<file path="src/rtl/demux_pkg.sv">
// Shared sizing helpers and architecture names for the serial-to-parallel demux.
package demux_pkg;
  localparam ARCH_BEHAVIORAL = "BEHAVIORAL";

  function automatic int lanes(input int select_lines);
    return 1 << select_lines;
  endfunction

  function automatic int frame_width(input int select_lines, input int data_width);
    return lanes(select_lines) * data_width;
  endfunction
endpackage

</file>
<file path="src/rtl/demux_out_reg.sv">
// Output frame register with valid/ready handshake; a load always wins over consumption.
module demux_out_reg #(
  parameter int FRAME_W = 32
) (
  input  logic               clk,
  input  logic               rst_n,
  input  logic               load,
  input  logic [FRAME_W-1:0] frame,
  input  logic               out_ready,
  output logic [FRAME_W-1:0] data_out,
  output logic               valid_out
);
  always_ff @(posedge clk or negedge rst_n) begin
    if (!rst_n) begin
      data_out  <= '0;
      valid_out <= 1'b0;
    end else if (load) begin
      data_out  <= frame;
      valid_out <= 1'b1;
    end else if (out_ready) begin
      valid_out <= 1'b0;
    end
  end
endmodule

</file>
<file path="src/rtl/demux.sv">
// Collects DATA_WIDTH words into 2**SELECT_LINES lanes and emits each full frame.
module demux
  import demux_pkg::*;
#(
  parameter int SELECT_LINES = 4,
  parameter int DATA_WIDTH   = 2,
  parameter     ARCHITECTURE = ARCH_BEHAVIORAL
) (
  input  logic                                             clk,
  input  logic                                             rst_n,
  input  logic [DATA_WIDTH-1:0]                            data_in,
  input  logic                                             en,
  input  logic                                             sync,
  output logic                                             in_ready,
  output logic [frame_width(SELECT_LINES, DATA_WIDTH)-1:0] data_out,
  output logic                                             valid_out,
  input  logic                                             out_ready,
  output logic [SELECT_LINES-1:0]                          select
);
  localparam int L       = lanes(SELECT_LINES);
  localparam int FRAME_W = frame_width(SELECT_LINES, DATA_WIDTH);
  localparam logic [SELECT_LINES-1:0] LAST = SELECT_LINES'(L - 1);

  // Only lanes 0..L-2 are buffered; the final word goes straight into the frame.
  logic [L-2:0][DATA_WIDTH-1:0] collect;
  logic [L-2:0]                 lane_wr;
  logic [FRAME_W-1:0]           frame;
  logic                         at_last, accept, load;

  assign at_last  = (select == LAST);
  assign in_ready = !(at_last && valid_out && !out_ready);
  assign accept   = en && in_ready;
  assign load     = accept && at_last && !sync;
  assign frame    = {data_in, collect};

  // Sync owns lane 0 regardless of backpressure, so it bypasses in_ready.
  always_comb begin
    lane_wr = '0;
    for (int k = 0; k < L - 1; k++) begin
      if (sync) lane_wr[k] = (k == 0) && en;
      else      lane_wr[k] = accept && (select == SELECT_LINES'(k));
    end
  end

  always_ff @(posedge clk or negedge rst_n) begin
    if (!rst_n) begin
      collect <= '0;
    end else begin
      for (int k = 0; k < L - 1; k++)
        if (lane_wr[k]) collect[k] <= data_in;
    end
  end

  always_ff @(posedge clk or negedge rst_n) begin
    if (!rst_n)      select <= '0;
    else if (sync)   select <= SELECT_LINES'(en);
    else if (accept) select <= at_last ? '0 : select + 1'b1;
  end

  generate
    if (ARCHITECTURE == ARCH_BEHAVIORAL) begin : g_beh
      demux_out_reg #(.FRAME_W(FRAME_W)) u_out_reg (
        .clk       (clk),
        .rst_n     (rst_n),
        .load      (load),
        .frame     (frame),
        .out_ready (out_ready),
        .data_out  (data_out),
        .valid_out (valid_out)
      );
    end else begin : g_unsupported
      assign data_out  = '0;
      assign valid_out = 1'b0;
    end
  endgenerate
endmodule

</file>
<file path="config.mk">
export PLATFORM = sky130hd
export DESIGN_NAME = demux
export DESIGN_NICKNAME = d
export VERILOG_FILES = /design/src/rtl/demux_pkg.sv /design/src/rtl/demux_out_reg.sv /design/src/rtl/demux.sv
export SDC_FILE = /design/constraint.sdc
export NUM_CORES = 1
export LEC_CHECK = 0
export CORE_MARGIN = 5
export CORE_UTILIZATION = 35
export CTS_BUF_LIST = sky130_fd_sc_hd__clkbuf_4 sky130_fd_sc_hd__clkbuf_8 sky130_fd_sc_hd__clkbuf_16
export CTS_CLUSTER_SIZE = 24
export DETAILED_ROUTE_END_ITERATION = 10
export DONT_BUFFER_PORTS = 1
export GPL_ROUTABILITY_DRIVEN = 0
export GPL_TIMING_DRIVEN = 1
export HOLD_SLACK_MARGIN = 0.06
export PLACE_DENSITY = 0.59
export SYNTH_ARGS = -nofsm -noshare
export SYNTH_HDL_FRONTEND = slang
export SYNTH_SLANG_ARGS = --single-unit
</file>
<file path="constraint.sdc">
create_clock -name clk -period 3.51 [get_ports clk]
set_input_delay 0.5265 -clock clk [delete_from_list [all_inputs] [get_ports clk]]
set_output_delay 0.5265 -clock clk [all_outputs]
set_load 0.05 [all_outputs]
</file>
==> After elaboration in Yosys (flattened, before gate mapping) <==
Index checks and enable logic that the tools add are counted.
{ "classes": {"mux": 20, "n_reduce_logical": 26, "eq_ne": 15, "n_addsub": 1} }
{ "ops": {"columns": ["operator", "n"], "rows": [
  ["equality test 4 bit (second input constant)", 8],
  ["logical AND 1 bit", 20],
  ["2-to-1 mux 1 bit", 17],
  ["equality test 4 x 3 -> 1 bit (second input constant)", 4],
  ["2-to-1 mux 4 bit", 3],
  ["equality test 4 x 2 -> 1 bit (second input constant)", 2],
  ["adder 4 x 1 -> 4 bit (second input constant)", 1],
  ["equality test 4 x 1 -> 1 bit (second input constant)", 1],
  ["logical NOT 4 bit", 1],
  ["nonzero test 2 bit", 2],
  ["logical NOT 1 bit", 3]
]} }
{ "word_totals": {"elab_cells": 80, "reg_bits": 67} }

==> Longest topological paths before layout <==
Gate-level depths: netlist of run 1.
{ "depth": {"ltp_word": 8, "depth_mapped": 5, "depth_no_buf": 5} }

==> Modules after synthesis <==
From an unflattened synthesis of run 1, not the netlist that was laid out.
{ "unflattened": {"cells_unflattened": 189, "area_unflattened_um2": 2911.5} }
{ "modules_own_cells": {"columns": ["module", "cells_per_inst", "area_per_inst_um2", "instances", "seq_area_each_um2"], "rows": [
  ["demux", 118, 1534.0, 1, 850.8],
  ["demux_out_reg", 71, 1377.6, 1, 825.8]
]} }

==> Least setup slack after synthesis of run 1 <==
OpenSTA, ideal clock, no wires.
{ "synth_timing": {"kind": "register to output", "start": "register select[0]", "end": "output in_ready", "slack_ps": 1298, "t_arrival_ps": 1685, "stages_incl_launch_ff": 4, "cell_sequence": "dfrtp_1 ha_1 and3b_1 nand3_1"} }
{ "synth_via": {"elab_chain_len": 4} }
{ "synth_lines": {"columns": ["element", "line", "rtl"], "rows": [
  ["start, declared", "demux.sv:18", "output logic [SELECT_LINES-1:0] select"],
  ["start signal, assigned", "demux.sv:56", "else if (sync) select <= SELECT_LINES'(en);"],
  ["start signal, assigned", "demux.sv:57", "else if (accept) select <= at_last ? '0 : select + 1'b1;"],
  ["equality test 4 bit", "demux.sv:30", "assign at_last = (select == LAST);"],
  ["logical AND 1 bit (2 in a row)", "demux.sv:31", "assign in_ready = !(at_last && valid_out && !out_ready);"],
  ["logical NOT 1 bit", "demux.sv:31", null],
  ["end, declared", "demux.sv:14", "output logic in_ready,"]
]} }
No other way between the ends.

==> Worst setup path after layout of run 1 <==
{ "layout_timing": {"start": "register select[1]", "end": "output in_ready"} }
Same word-level chain as after synthesis.

==> metrics.log, run 1 <==
[metrics] run status: complete, no violations
[metrics] gr usage total: a little under an eighth
[metrics] top fanout value on the critical path: 7
[metrics] RSZ-0062 raised after global routing: no
[metrics] starting utilization of the core area: about 36%
[metrics] period utilization: 70.1%
[metrics] minimum period implied by the final worst setup slack: roughly 2.5 ns
[metrics] number of nets in the layout: between 200 and 250
[metrics] Row Count: 32
[metrics] Core Region: between 7000 and 8000 sq um
[metrics] synth top area cells: sky130_fd_sc_hd__dfrtp_1 (60%), sky130_fd_sc_hd__mux2_2 (25%), sky130_fd_sc_hd__ha_1 (1.8%)
[metrics] number of instances in the placed design: 285
[metrics] most area-hungry cell type in the Yosys netlist: sky130_fd_sc_hd__dfrtp_1
[metrics] critical path endpoint category: output pin
[metrics] startpoint type of the worst setup path: flop
[metrics] power after layout: between 1.5 and 2 mW
[metrics] category of the most critical setup path: reg2out
[metrics] final instance area: 3130 sq um
[metrics] number of antenna violations at the first check in global routing: 0
[metrics] CTS Hold Buffers Added: 2
[metrics] final cell count without fillers: between 300 and 400
[metrics] vias per inst: 4.87
[metrics] final-layout setup total negative slack: 0 ns
[metrics] proportion of layout cells with a drive suffix above 1: between 40% and 50%
[metrics] ordered cell list for the critical path: buf_4, ha_1, and3b_1, nand3_1
[metrics] CP Data Required Time: just under 3 ns
[metrics] worst relative slew slack: just over 60%
[metrics] portion of synthesized cell area occupied by the leading cell type: 60.4%
[metrics] die outline area: between 9000 and 10000 sq um
[metrics] arrival time worst endpoint: about 1.9 ns
[metrics] clk sink count: 67
[metrics] post-synthesis net count: 198
[metrics] maximum cell stage delay along the critical path: 0.46 ns
[metrics] Synth Register Bits: 67
[metrics] total wire length after detailed routing: approximately 5300 microns
[metrics] TritonCTS clock tree: done
[metrics] critical path buffer and inverter count: 1
[metrics] antenna viol nets, final: 0
[metrics] cell family contributing the most delay on the critical path: simple AND/OR/NAND/NOR gates
[metrics] maximum number of pins on one net before global-route repair: just under 70
[metrics] MaxCap Viol Count: 0
[metrics] Slew Viols, Final: 0
[metrics] width of the chip: between 90 and 100 microns
[metrics] met2 track utilization from global routing: between 15 and 20%
[metrics] DR WL/cell: between 15 and 20 microns
[metrics] number of remaining DRC errors: 0
[metrics] vertical extent of the die: between 90 and 100 microns
[metrics] clock latency reported for the late side of the worst-skew pair: 0.34 ns
[metrics] share of flip-flops with an asynchronous set or reset after synthesis: between 90% and 100%
[metrics] number of global-route vias before repair: ~1600
[metrics] Peak Freq: between 400 and 500 MHz
[metrics] transition time of the tightest slew-check pin: about 0.58 ns
[metrics] IR Drop Worst-Case VDD: 0.217 mV
[metrics] Layout Skew: roughly 0.0064 ns
[metrics] GR Util met3: roughly 6.6%
[metrics] buffers from clock root to sink, at most: 2
[metrics] H-Tree Depth: 3
[metrics] final HPWL from detailed placement: ~3500 microns
[metrics] Critical Path Slowest Stage Cell: sky130_fd_sc_hd__nand3_1
[metrics] synth unique cells: 27
[metrics] length of the first detailed-routing pass in iterations: 4
[metrics] type of the tightest min-delay check: in2reg
[metrics] grt ovf: 0
[metrics] Clk pin slew, worst setup/hold paths: 0.07 ns
[metrics] antenna fix cells: 0
[metrics] total setup buffers inserted after CTS: 0
[metrics] worst hold slack: 0.248 ns
[metrics] area after detailed placement: just under 3000 sq um
[metrics] Yosys warnings: 0
[metrics] Post-synth EDFFs: 0
[metrics] first-pass GRT wire length: 8770 microns
[metrics] detailed-route via count: roughly 1500
[metrics] register area share after synthesis: about three fifths
[metrics] met1 usage in global routing: between 10% and 20%
[metrics] power density relative to cell area: between 500 and 600 nW/um^2
[metrics] hold violation count in the final report: 0
[metrics] Starting DRT DRC Count: 65
[metrics] reported leakage power: between 1.5 and 2 nW
[metrics] area grow syn2layout: 12.7%
[metrics] routing layer with the top usage in global route: met2
[metrics] cell area after synthesis: ~2800 sq um
[metrics] synthesized netlist cell count: between 150 and 200
[metrics] top flip-flop cell by instance count after synthesis: sky130_fd_sc_hd__dfrtp_1
[metrics] number of cells upsized or downsized after cts: 0
[metrics] CTS Buf Count: 9
[metrics] quantity of I/O buffers inserted on ports: 0
[metrics] clk root buf: sky130_fd_sc_hd__clkbuf_8
[metrics] Post-Syn Area per Cell: 14.8 sq um
[metrics] number of endpoints failing setup at the final stage: 0
[metrics] count of pins on the block boundary: between 40 and 50
-- stage by stage --
| stage | setup slack (ns) | utilization (%) |
|---|---|---|
| 2_1_floorplan | 1.30 | - |
| 3_3_place_gp | 1.22 | 37.4 |
| 3_5_place_dp | 1.19 | 37.4 |
| 4_1_cts | 1.02 | 40.5 |
| 5_1_grt | 0.948 | 40.5 |
| 6_report | 1.05 | 40.5 |
-- cell type report --
type / count / area, sq um
Inverter: 4 / 15.0
Clock buffer: 11 / 145
Timing Repair Buffer: 7 / 87.6
Clock inverter: 5 / 52.6
Multi-Input combinational cell: 107 / 1020
Tap cell: 102 / 128
Fill cell: 717 / 4600
Sequential cell: 67 / 1680
-- Yosys cell counts, types with 3 or more instances --
master                    count
sky130_fd_sc_hd__o21ai_0      3
sky130_fd_sc_hd__inv_1        4
sky130_fd_sc_hd__ha_1         4
sky130_fd_sc_hd__buf_6        3
sky130_fd_sc_hd__nand2_1     12
sky130_fd_sc_hd__nor3b_1      3
sky130_fd_sc_hd__buf_2        4
sky130_fd_sc_hd__nand3_1      4
sky130_fd_sc_hd__dfrtp_1     67
sky130_fd_sc_hd__mux2_2      61
-- worst reg2reg max path, cell delays in order, from the launching register on --
cell                      delay (ns)
sky130_fd_sc_hd__dfrtp_1        0.36
sky130_fd_sc_hd__buf_4          0.20
sky130_fd_sc_hd__ha_1           0.30
sky130_fd_sc_hd__and3b_1        0.25
sky130_fd_sc_hd__nor3_4         0.46
sky130_fd_sc_hd__buf_12         0.25
sky130_fd_sc_hd__mux2_2         0.36
-- cells in the final DEF, fill, tap and decap left out, types with 2 or more instances in the layout --
cell type,n
sky130_fd_sc_hd__a21oi_1,2
sky130_fd_sc_hd__nand2_1,12
sky130_fd_sc_hd__inv_1,4
sky130_fd_sc_hd__buf_4,4
sky130_fd_sc_hd__mux2_1,2
sky130_fd_sc_hd__nor3b_1,3
sky130_fd_sc_hd__and4bb_2,2
sky130_fd_sc_hd__dfrtp_1,67
sky130_fd_sc_hd__nand3_1,4
sky130_fd_sc_hd__clkinv_2,3
sky130_fd_sc_hd__clkbuf_8,10
sky130_fd_sc_hd__nand3b_1,2
sky130_fd_sc_hd__ha_1,4
sky130_fd_sc_hd__o21ai_0,3
sky130_fd_sc_hd__mux2_2,61
-- registers in the layout, summed over array words and instances (netlist names) --
name and count:
select 4, g_beh.u_out_reg.valid_out 1, g_beh.u_out_reg.data_out 32, collect 30
-- per-layer routing --
layer | vias up | wire [microns]
met5 | - | 0
met4 | 0 | 91
met3 | 8 | 475
met2 | 35 | 2430
met1 | 748 | 2350
li1 | 685 | -
-- worst paths after layout --
check                      depth (start not counted)  startpoint  slack (ns)                      endpoint
setup / recovery                                   4   select[1]        1.05                      in_ready
hold / removal                                     1        sync        0.25                     select[3]
setup reg to reg                                   6   select[0]        1.22  g_beh.u_out_reg.data_out[13]
hold reg to reg                                    1  collect[5]        0.49   g_beh.u_out_reg.data_out[5]
max in group asynchronous                          2       rst_n        2.51                     select[3]
min in group asynchronous                          2       rst_n        0.71  g_beh.u_out_reg.data_out[11]
-- where the power goes --
group	total [mW]	internal, mW	leakage (nW)	switching [mW]
Clock	0.640	0.352	0.103	0.288
Combinational	0.128	0.0584	0.487	0.0698
Sequential	0.843	0.820	0.917	0.0228
-- logic make-up (layout without fill, tap and decap cells) --
| group | Yosys count | count (layout) | synth area share [%] |
|---|---|---|---|
| DFF | 67 | 67 | 60.4 |
| muxes | 63 | 63 | 25.6 |
| and+or+nand+nor | 28 | 28 | 6.62 |
| buffers and inverters | 13 | 27 | 2.75 |
| AOI/OAI and AO/OA | 12 | 12 | 2.88 |
| adders and majority gates | 4 | 4 | 1.80 |
Note: power is estimated with default switching activity, not from simulation.
==> inputs of run 2 (changes only) <==
--- a/config.mk
+++ b/config.mk
@@ -14,7 +14,7 @@
 export GPL_ROUTABILITY_DRIVEN = 0
 export GPL_TIMING_DRIVEN = 1
 export HOLD_SLACK_MARGIN = 0.06
-export PLACE_DENSITY = 0.59
+export PLACE_DENSITY = 0.61
 export SYNTH_ARGS = -nofsm -noshare
 export SYNTH_HDL_FRONTEND = slang
 export SYNTH_SLANG_ARGS = --single-unit
==> constraint.sdc (replaced) <==
create_clock -name clk -period 2.22 [get_ports clk]
set_input_delay 0.333 -clock clk [delete_from_list [all_inputs] [get_ports clk]]
set_output_delay 0.333 -clock clk [all_outputs]
set_load 0.05 [all_outputs]
==> run 2 against run 1 <==
Compared with the run above: largest cell class unchanged; via count increased by 2.6%; clock-buffer cell count up 1; non-clock buffer count is 3 higher; critical path type unchanged; clock skew fell by 0.00082 ns; clock power rose by 66%.
==> metrics.log, run 2 (same netlist as run 1, synthesis figures left out) <==
[metrics] die outline area: around 10000 sq um
[metrics] maximum number of pins on one net before global-route repair: between 60 and 70
[metrics] max FFs per register: 32
[metrics] clk root buf: sky130_fd_sc_hd__clkbuf_8
[metrics] worst-case reg-to-reg path depth: 5
[metrics] number of endpoints failing setup at the final stage: 0
[metrics] critical path endpoint category: output pin
[metrics] arrival time worst endpoint: 1.65 ns
[metrics] number of instances in the placed design: 287
[metrics] final cell count without fillers: between 300 and 400
[metrics] vertical extent of the die: approximately 99 microns
[metrics] worst relative slew slack: roughly two thirds
[metrics] Row Count: 32
[metrics] power density relative to cell area: between 800 and 900 nW/um^2
[metrics] Slew Viols, Final: 0
[metrics] end point of the critical path: in_ready
[metrics] fraction of the core area covered by cells at the end of the flow: slightly above 40%
[metrics] CTS Hold Buffers Added: 3
[metrics] DR WL/cell: around 18 microns
[metrics] reported leakage power: 1.53 nW
[metrics] startpoint type of the worst setup path: flop
[metrics] GR Util met3: between 6 and 7%
[metrics] type of the tightest min-delay check: in2reg
[metrics] detailed-route via count: ~1500
[metrics] registers with the most flip-flops: g_beh.u_out_reg.data_out (32), collect (30), select (4)
[metrics] TritonCTS clock tree: done
[metrics] total setup buffers inserted after CTS: 0
[metrics] run status: complete, no violations
[metrics] RSZ-0062 raised after global routing: no
[metrics] Starting DRT DRC Count: between 60 and 70
[metrics] transition time of the tightest slew-check pin: 0.495 ns
[metrics] top fanout value on the critical path: 7
[metrics] area grow syn2layout: 14.1%
[metrics] count of pins on the block boundary: 45
[metrics] worst hold slack: a little over 0.08 ns
[metrics] width of the chip: 99.1 microns
[metrics] hold violation count in the final report: 0
[metrics] final HPWL from detailed placement: 3490 microns
[metrics] final-layout setup total negative slack: 0 ns
[metrics] most frequent cells in the layout: sky130_fd_sc_hd__dfrtp_1 (67), sky130_fd_sc_hd__mux2_2 (61), sky130_fd_sc_hd__nand2_1 (12), sky130_fd_sc_hd__clkbuf_8 (12), sky130_fd_sc_hd__buf_4 (6)
[metrics] slack of the critical path: roughly 0.23 ns
[metrics] clk sink count: 67
[metrics] post-placement worst setup slack: approximately 0.27 ns
[metrics] IR Drop Worst-Case VDD: 0.399 mV
[metrics] met2 track utilization from global routing: around 17%
[metrics] Layout Skew: 0.00559 ns
[metrics] footprint of the multi-input gates: 1020 sq um
[metrics] final instance area: approximately 3200 sq um
[metrics] MaxCap Viol Count: 0
[metrics] Register Area: between 1500 and 2000 sq um
[metrics] fillers: 724
[metrics] routing layer with the top usage in global route: met2
[metrics] first-pass GRT wire length: 9110 microns
[metrics] hold path startpoint: out_ready
[metrics] number of remaining DRC errors: 0
[metrics] H-Tree Depth: 3
[metrics] gr usage total: approximately an eighth
[metrics] met1 usage in global routing: between 15 and 20%
[metrics] grt ovf: 0
[metrics] worst flop-to-flop path endpoint: g_beh.u_out_reg.data_out[12]
[metrics] category of the most critical setup path: reg2out
[metrics] Clk pin slew, worst setup/hold paths: 0.07 ns
[metrics] CTS Buf Count: 9
[metrics] most common cell after layout, fill and taps aside: sky130_fd_sc_hd__dfrtp_1
[metrics] Core Region: roughly 7700 sq um
[metrics] buffers from clock root to sink, at most: 2
[metrics] period utilization: 89.4%
[metrics] Peak Freq: approximately 500 MHz
[metrics] most flop-heavy register: g_beh.u_out_reg.data_out
[metrics] clock latency reported for the late side of the worst-skew pair: roughly 0.34 ns
[metrics] CP Data Required Time: around 1.9 ns
[metrics] number of antenna violations at the first check in global routing: 0
[metrics] number of cells upsized or downsized after cts: 0
[metrics] length of the first detailed-routing pass in iterations: 5
[metrics] FF-to-FF setup slack: 0.27 ns
[metrics] number of global-route vias before repair: ~1600
[metrics] vias per inst: approximately 5.0
[metrics] proportion of layout cells with a drive suffix above 1: roughly 44%
[metrics] number of nets in the layout: between 200 and 250
[metrics] antenna fix cells: 0
[metrics] area after detailed placement: just under 3000 sq um
[metrics] total wire length after detailed routing: 5420 microns
[metrics] Crit Reg-Reg Startpoint: select[1]
[metrics] starting utilization of the core area: a little over a third
[metrics] quantity of I/O buffers inserted on ports: 0
[metrics] Worst setup startpoint: select[1]
[metrics] antenna viol nets, final: 0
[metrics] power after layout: approximately 2.6 mW
[metrics] minimum period implied by the final worst setup slack: 1.99 ns
-- run 2: routing by layer --
layer | part of all wire (%) | routed length [microns] | up-vias
met1 | 44 | 2390 | 774
met4 | 0.57 | 31 | 0
li1 | - | - | 690
met3 | 10 | 559 | 5
met2 | 45 | 2440 | 46
met5 | 0 | 0 | -
-- run 2: area by class of cell --
class | instances | area share [%]
clock inverters | 4 | 1.50
clock buffers | 12 | 5.21
flip-flops and latches | 67 | 52.9
repair buffers | 10 | 3.55
multi-input cells | 107 | 32.3
inverters | 4 | 0.474
well taps | 102 | 4.03
-- run 2: worst min-delay path by stage --
stage,to,slack (ns),cells after the start
floorplan,collect[0],0.04,0
global placement,g_beh.u_out_reg.data_out[18],0.04,0
detailed placement,g_beh.u_out_reg.data_out[18],0.04,0
CTS,g_beh.u_out_reg.valid_out,0.07,1
global route,g_beh.u_out_reg.valid_out,0.06,1
finish,g_beh.u_out_reg.valid_out,0.08,1
-- run 2: where the power goes --
| part | total, mW | leakage (nW) | switching (mW) | internal [mW] |
|---|---|---|---|---|
| registers | 1.34 | 0.917 | 0.0432 | 1.30 |
| clock network | 1.06 | 0.108 | 0.449 | 0.606 |
| logic | 0.196 | 0.501 | 0.103 | 0.0932 |
| total | 2.59 | 1.53 | 0.595 | 2.00 |
-- run 2: worst max-delay path, stage by stage, from the launching register on --
cell	delay [ns]
sky130_fd_sc_hd__dfrtp_1	0.43
sky130_fd_sc_hd__ha_1	0.32
sky130_fd_sc_hd__and3b_1	0.27
sky130_fd_sc_hd__nand3_1	0.09
sky130_fd_sc_hd__buf_4	0.20
==> inputs of run 3 (changes only) <==
--- a/config.mk
+++ b/config.mk
@@ -5,6 +5,8 @@
 export SDC_FILE = /design/constraint.sdc
 export NUM_CORES = 1
 export LEC_CHECK = 0
+export CELL_PAD_IN_SITES_DETAIL_PLACEMENT = 1
+export CELL_PAD_IN_SITES_GLOBAL_PLACEMENT = 1
 export CORE_MARGIN = 5
 export CORE_UTILIZATION = 35
 export CTS_BUF_LIST = sky130_fd_sc_hd__clkbuf_4 sky130_fd_sc_hd__clkbuf_8 sky130_fd_sc_hd__clkbuf_16
@@ -14,7 +16,7 @@
 export GPL_ROUTABILITY_DRIVEN = 0
 export GPL_TIMING_DRIVEN = 1
 export HOLD_SLACK_MARGIN = 0.06
-export PLACE_DENSITY = 0.61
+export PLACE_DENSITY = 0.69
 export SYNTH_ARGS = -nofsm -noshare
 export SYNTH_HDL_FRONTEND = slang
 export SYNTH_SLANG_ARGS = --single-unit
==> constraint.sdc (replaced) <==
create_clock -name clk -period 1.7 [get_ports clk]
set_input_delay 0.255 -clock clk [delete_from_list [all_inputs] [get_ports clk]]
set_output_delay 0.255 -clock clk [all_outputs]
set_load 0.05 [all_outputs]
==> run 3 against run 2 <==
Compared with the run above: the run now ends with negative hold slack, negative setup slack left; utilization is 3.5 points higher; flip-flop and latch count stayed put; die area stayed put; first-iteration DRC count is 59% lower; clock skew hardly changed; clock power is 10% higher; combinational power is 39% higher; cell count is 4.2% higher; non-clock buffer count is 14 higher; worst hold slack worse by 0.48 ns; clock-buffer cell count is 1 higher; power is 24% higher.
==> metrics.log, run 3 (same netlist as run 1, synthesis figures left out) <==
[metrics] type of the tightest min-delay check: in2async
[metrics] Core Region: 7730 sq um
[metrics] routing layer with the top usage in global route: met2
[metrics] max FFs per register: 32
[metrics] length of the first detailed-routing pass in iterations: 4
[metrics] critical path endpoint category: flop
[metrics] run status: complete, but fails checks
[metrics] total wire length after detailed routing: approximately 6200 microns
[metrics] vertical extent of the die: just under 100 microns
[metrics] first-pass GRT wire length: roughly 9600 microns
[metrics] area after detailed placement: between 3000 and 4000 sq um
[metrics] failing checks: negative hold slack, negative setup slack
[metrics] clock latency reported for the late side of the worst-skew pair: 0.34 ns
[metrics] number of endpoints failing setup at the final stage: 35
[metrics] die outline area: between 9000 and 10000 sq um
[metrics] Register Area: 1680 sq um
[metrics] H-Tree Depth: 3
[metrics] gr usage total: 12.7%
[metrics] GR Util met3: 6.65%
[metrics] minimum period implied by the final worst setup slack: about 1.8 ns
[metrics] Row Count: 32
[metrics] vias per inst: roughly 5
[metrics] detailed-route via count: 1590
[metrics] met1 usage in global routing: 15.7%
[metrics] Crit Reg-Reg Startpoint: select[0]
[metrics] number of remaining DRC errors: 0
[metrics] buffers from clock root to sink, at most: 2
[metrics] startpoint type of the worst setup path: flop
[metrics] slack of the critical path: -0.0800 ns
[metrics] TritonCTS clock tree: done
[metrics] met2 track utilization from global routing: between 10% and 20%
[metrics] CTS Hold Buffers Added: 4
[metrics] footprint of the multi-input gates: 1150 sq um
[metrics] power density relative to cell area: between 900 and 1000 nW/um^2
[metrics] Layout Skew: roughly 0.0053 ns
[metrics] count of pins on the block boundary: between 40 and 50
[metrics] IR Drop Worst-Case VDD: ~0.52 mV
[metrics] CP Data Required Time: a little under 2 ns
[metrics] transition time of the tightest slew-check pin: roughly 0.66 ns
[metrics] Slew Viols, Final: 0
[metrics] number of global-route vias before repair: about 1800
[metrics] proportion of layout cells with a drive suffix above 1: about half
[metrics] worst flop-to-flop path endpoint: g_beh.u_out_reg.data_out[11]
[metrics] area grow syn2layout: 24.0%
[metrics] CTS Buf Count: 9
[metrics] reported leakage power: between 1.5 and 2 nW
[metrics] top fanout value on the critical path: 8
[metrics] starting utilization of the core area: between 30% and 40%
[metrics] category of the most critical setup path: reg2reg
[metrics] Starting DRT DRC Count: 28
[metrics] final HPWL from detailed placement: 3820 microns
[metrics] Clk pin slew, worst setup/hold paths: 0.07 ns
[metrics] antenna viol nets, final: 0
[metrics] DR WL/cell: between 15 and 20 microns
[metrics] clk sink count: 67
[metrics] quantity of I/O buffers inserted on ports: 0
[metrics] most flop-heavy register: g_beh.u_out_reg.data_out
[metrics] worst relative slew slack: 56.1%
[metrics] clk root buf: sky130_fd_sc_hd__clkbuf_8
[metrics] fraction of the core area covered by cells at the end of the flow: between 40% and 50%
[metrics] most frequent cells in the layout: sky130_fd_sc_hd__dfrtp_1 (65), sky130_fd_sc_hd__mux2_2 (37), sky130_fd_sc_hd__mux2_4 (25)
[metrics] fillers: slightly below 800
[metrics] final instance area: 3440 sq um
[metrics] worst-case reg-to-reg path depth: 6
[metrics] worst hold slack: -0.396 ns
[metrics] hold violation count in the final report: between 60 and 70
[metrics] number of antenna violations at the first check in global routing: 0
[metrics] registers with the most flip-flops: g_beh.u_out_reg.data_out (32), collect (30), select (4)
[metrics] width of the chip: roughly 99 microns
[metrics] antenna fix cells: 0
[metrics] period utilization: 105%
[metrics] arrival time worst endpoint: about 2 ns
[metrics] MaxCap Viol Count: 0
[metrics] Peak Freq: 562 MHz
[metrics] RSZ-0062 raised after global routing: yes
[metrics] FF-to-FF setup slack: -0.08 ns
[metrics] most common cell after layout, fill and taps aside: sky130_fd_sc_hd__dfrtp_1
[metrics] grt ovf: 0
[metrics] maximum number of pins on one net before global-route repair: 68
[metrics] number of nets in the layout: around 220
[run 3: area by class of cell]
| type | instances | share of cell area, % |
|---|---|---|
| clock buffers | 13 | 4.65 |
| inverters | 4 | 0.436 |
| clock inverters | 2 | 0.364 |
| flip-flops and latches | 67 | 48.8 |
| multi-input cells | 107 | 33.3 |
| well taps | 102 | 3.71 |
| repair buffers | 24 | 8.72 |
[run 3: metrics by stage]
| step | power [mW] | worst slack [ns] | hold slack, ns | setup TNS (ns) | cells |
|---|---|---|---|---|---|
| floorplan | 1.95 | -0.169 | -0.0406 | -5.17 | 187 |
| global placement | 2.01 | -0.0146 | -0.0382 | -0.209 | 295 |
| detailed placement | 2.03 | -0.0385 | -0.0387 | -0.879 | 295 |
| CTS | 3.25 | -0.0531 | -0.421 | -1.32 | 314 |
| global route | 3.38 | -0.131 | -0.430 | -3.05 | 319 |
| finish | 3.20 | -0.0800 | -0.396 | -1.41 | 319 |
[run 3: layer usage]
metal | wire [microns] | vias up
met5 | 0 | -
met4 | 61 | 0
met3 | 513 | 7
met2 | 2950 | 41
met1 | 2690 | 820
li1 | - | 722
[run 3: repair_timing]
action	CTS	global route
resized for setup	2	29
endpoints found under the hold margin	103	67
pin swaps	0	1
endpoints found under the setup margin	37	43
cloned	0	3
setup buffers	0	2
[run 3: worst max path at each step]
stage | endpoint | startpoint
final | g_beh.u_out_reg.data_out[11] | select[0]
after global routing | g_beh.u_out_reg.data_out[11] | select[0]
after CTS | g_beh.u_out_reg.data_out[19] | select[1]
after detailed placement | collect[22] | select[1]
after global placement | g_beh.u_out_reg.data_out[11] | select[1]
after floorplan | g_beh.u_out_reg.data_out[31] | select[0]
[run 3: report_power, final]
group	total, mW	internal [mW]	switching [mW]
registers	1.76	1.70	0.0619
logic	0.273	0.139	0.134
clock network	1.17	0.608	0.563
[run 3: critical path, cell delays in order (launching register included)]
cell,delay [ns]
sky130_fd_sc_hd__dfrtp_2,0.43
sky130_fd_sc_hd__ha_4,0.18
sky130_fd_sc_hd__and3b_2,0.23
sky130_fd_sc_hd__nor3_4,0.17
sky130_fd_sc_hd__buf_12,0.17
sky130_fd_sc_hd__clkbuf_16,0.16
sky130_fd_sc_hd__mux2_2,0.33
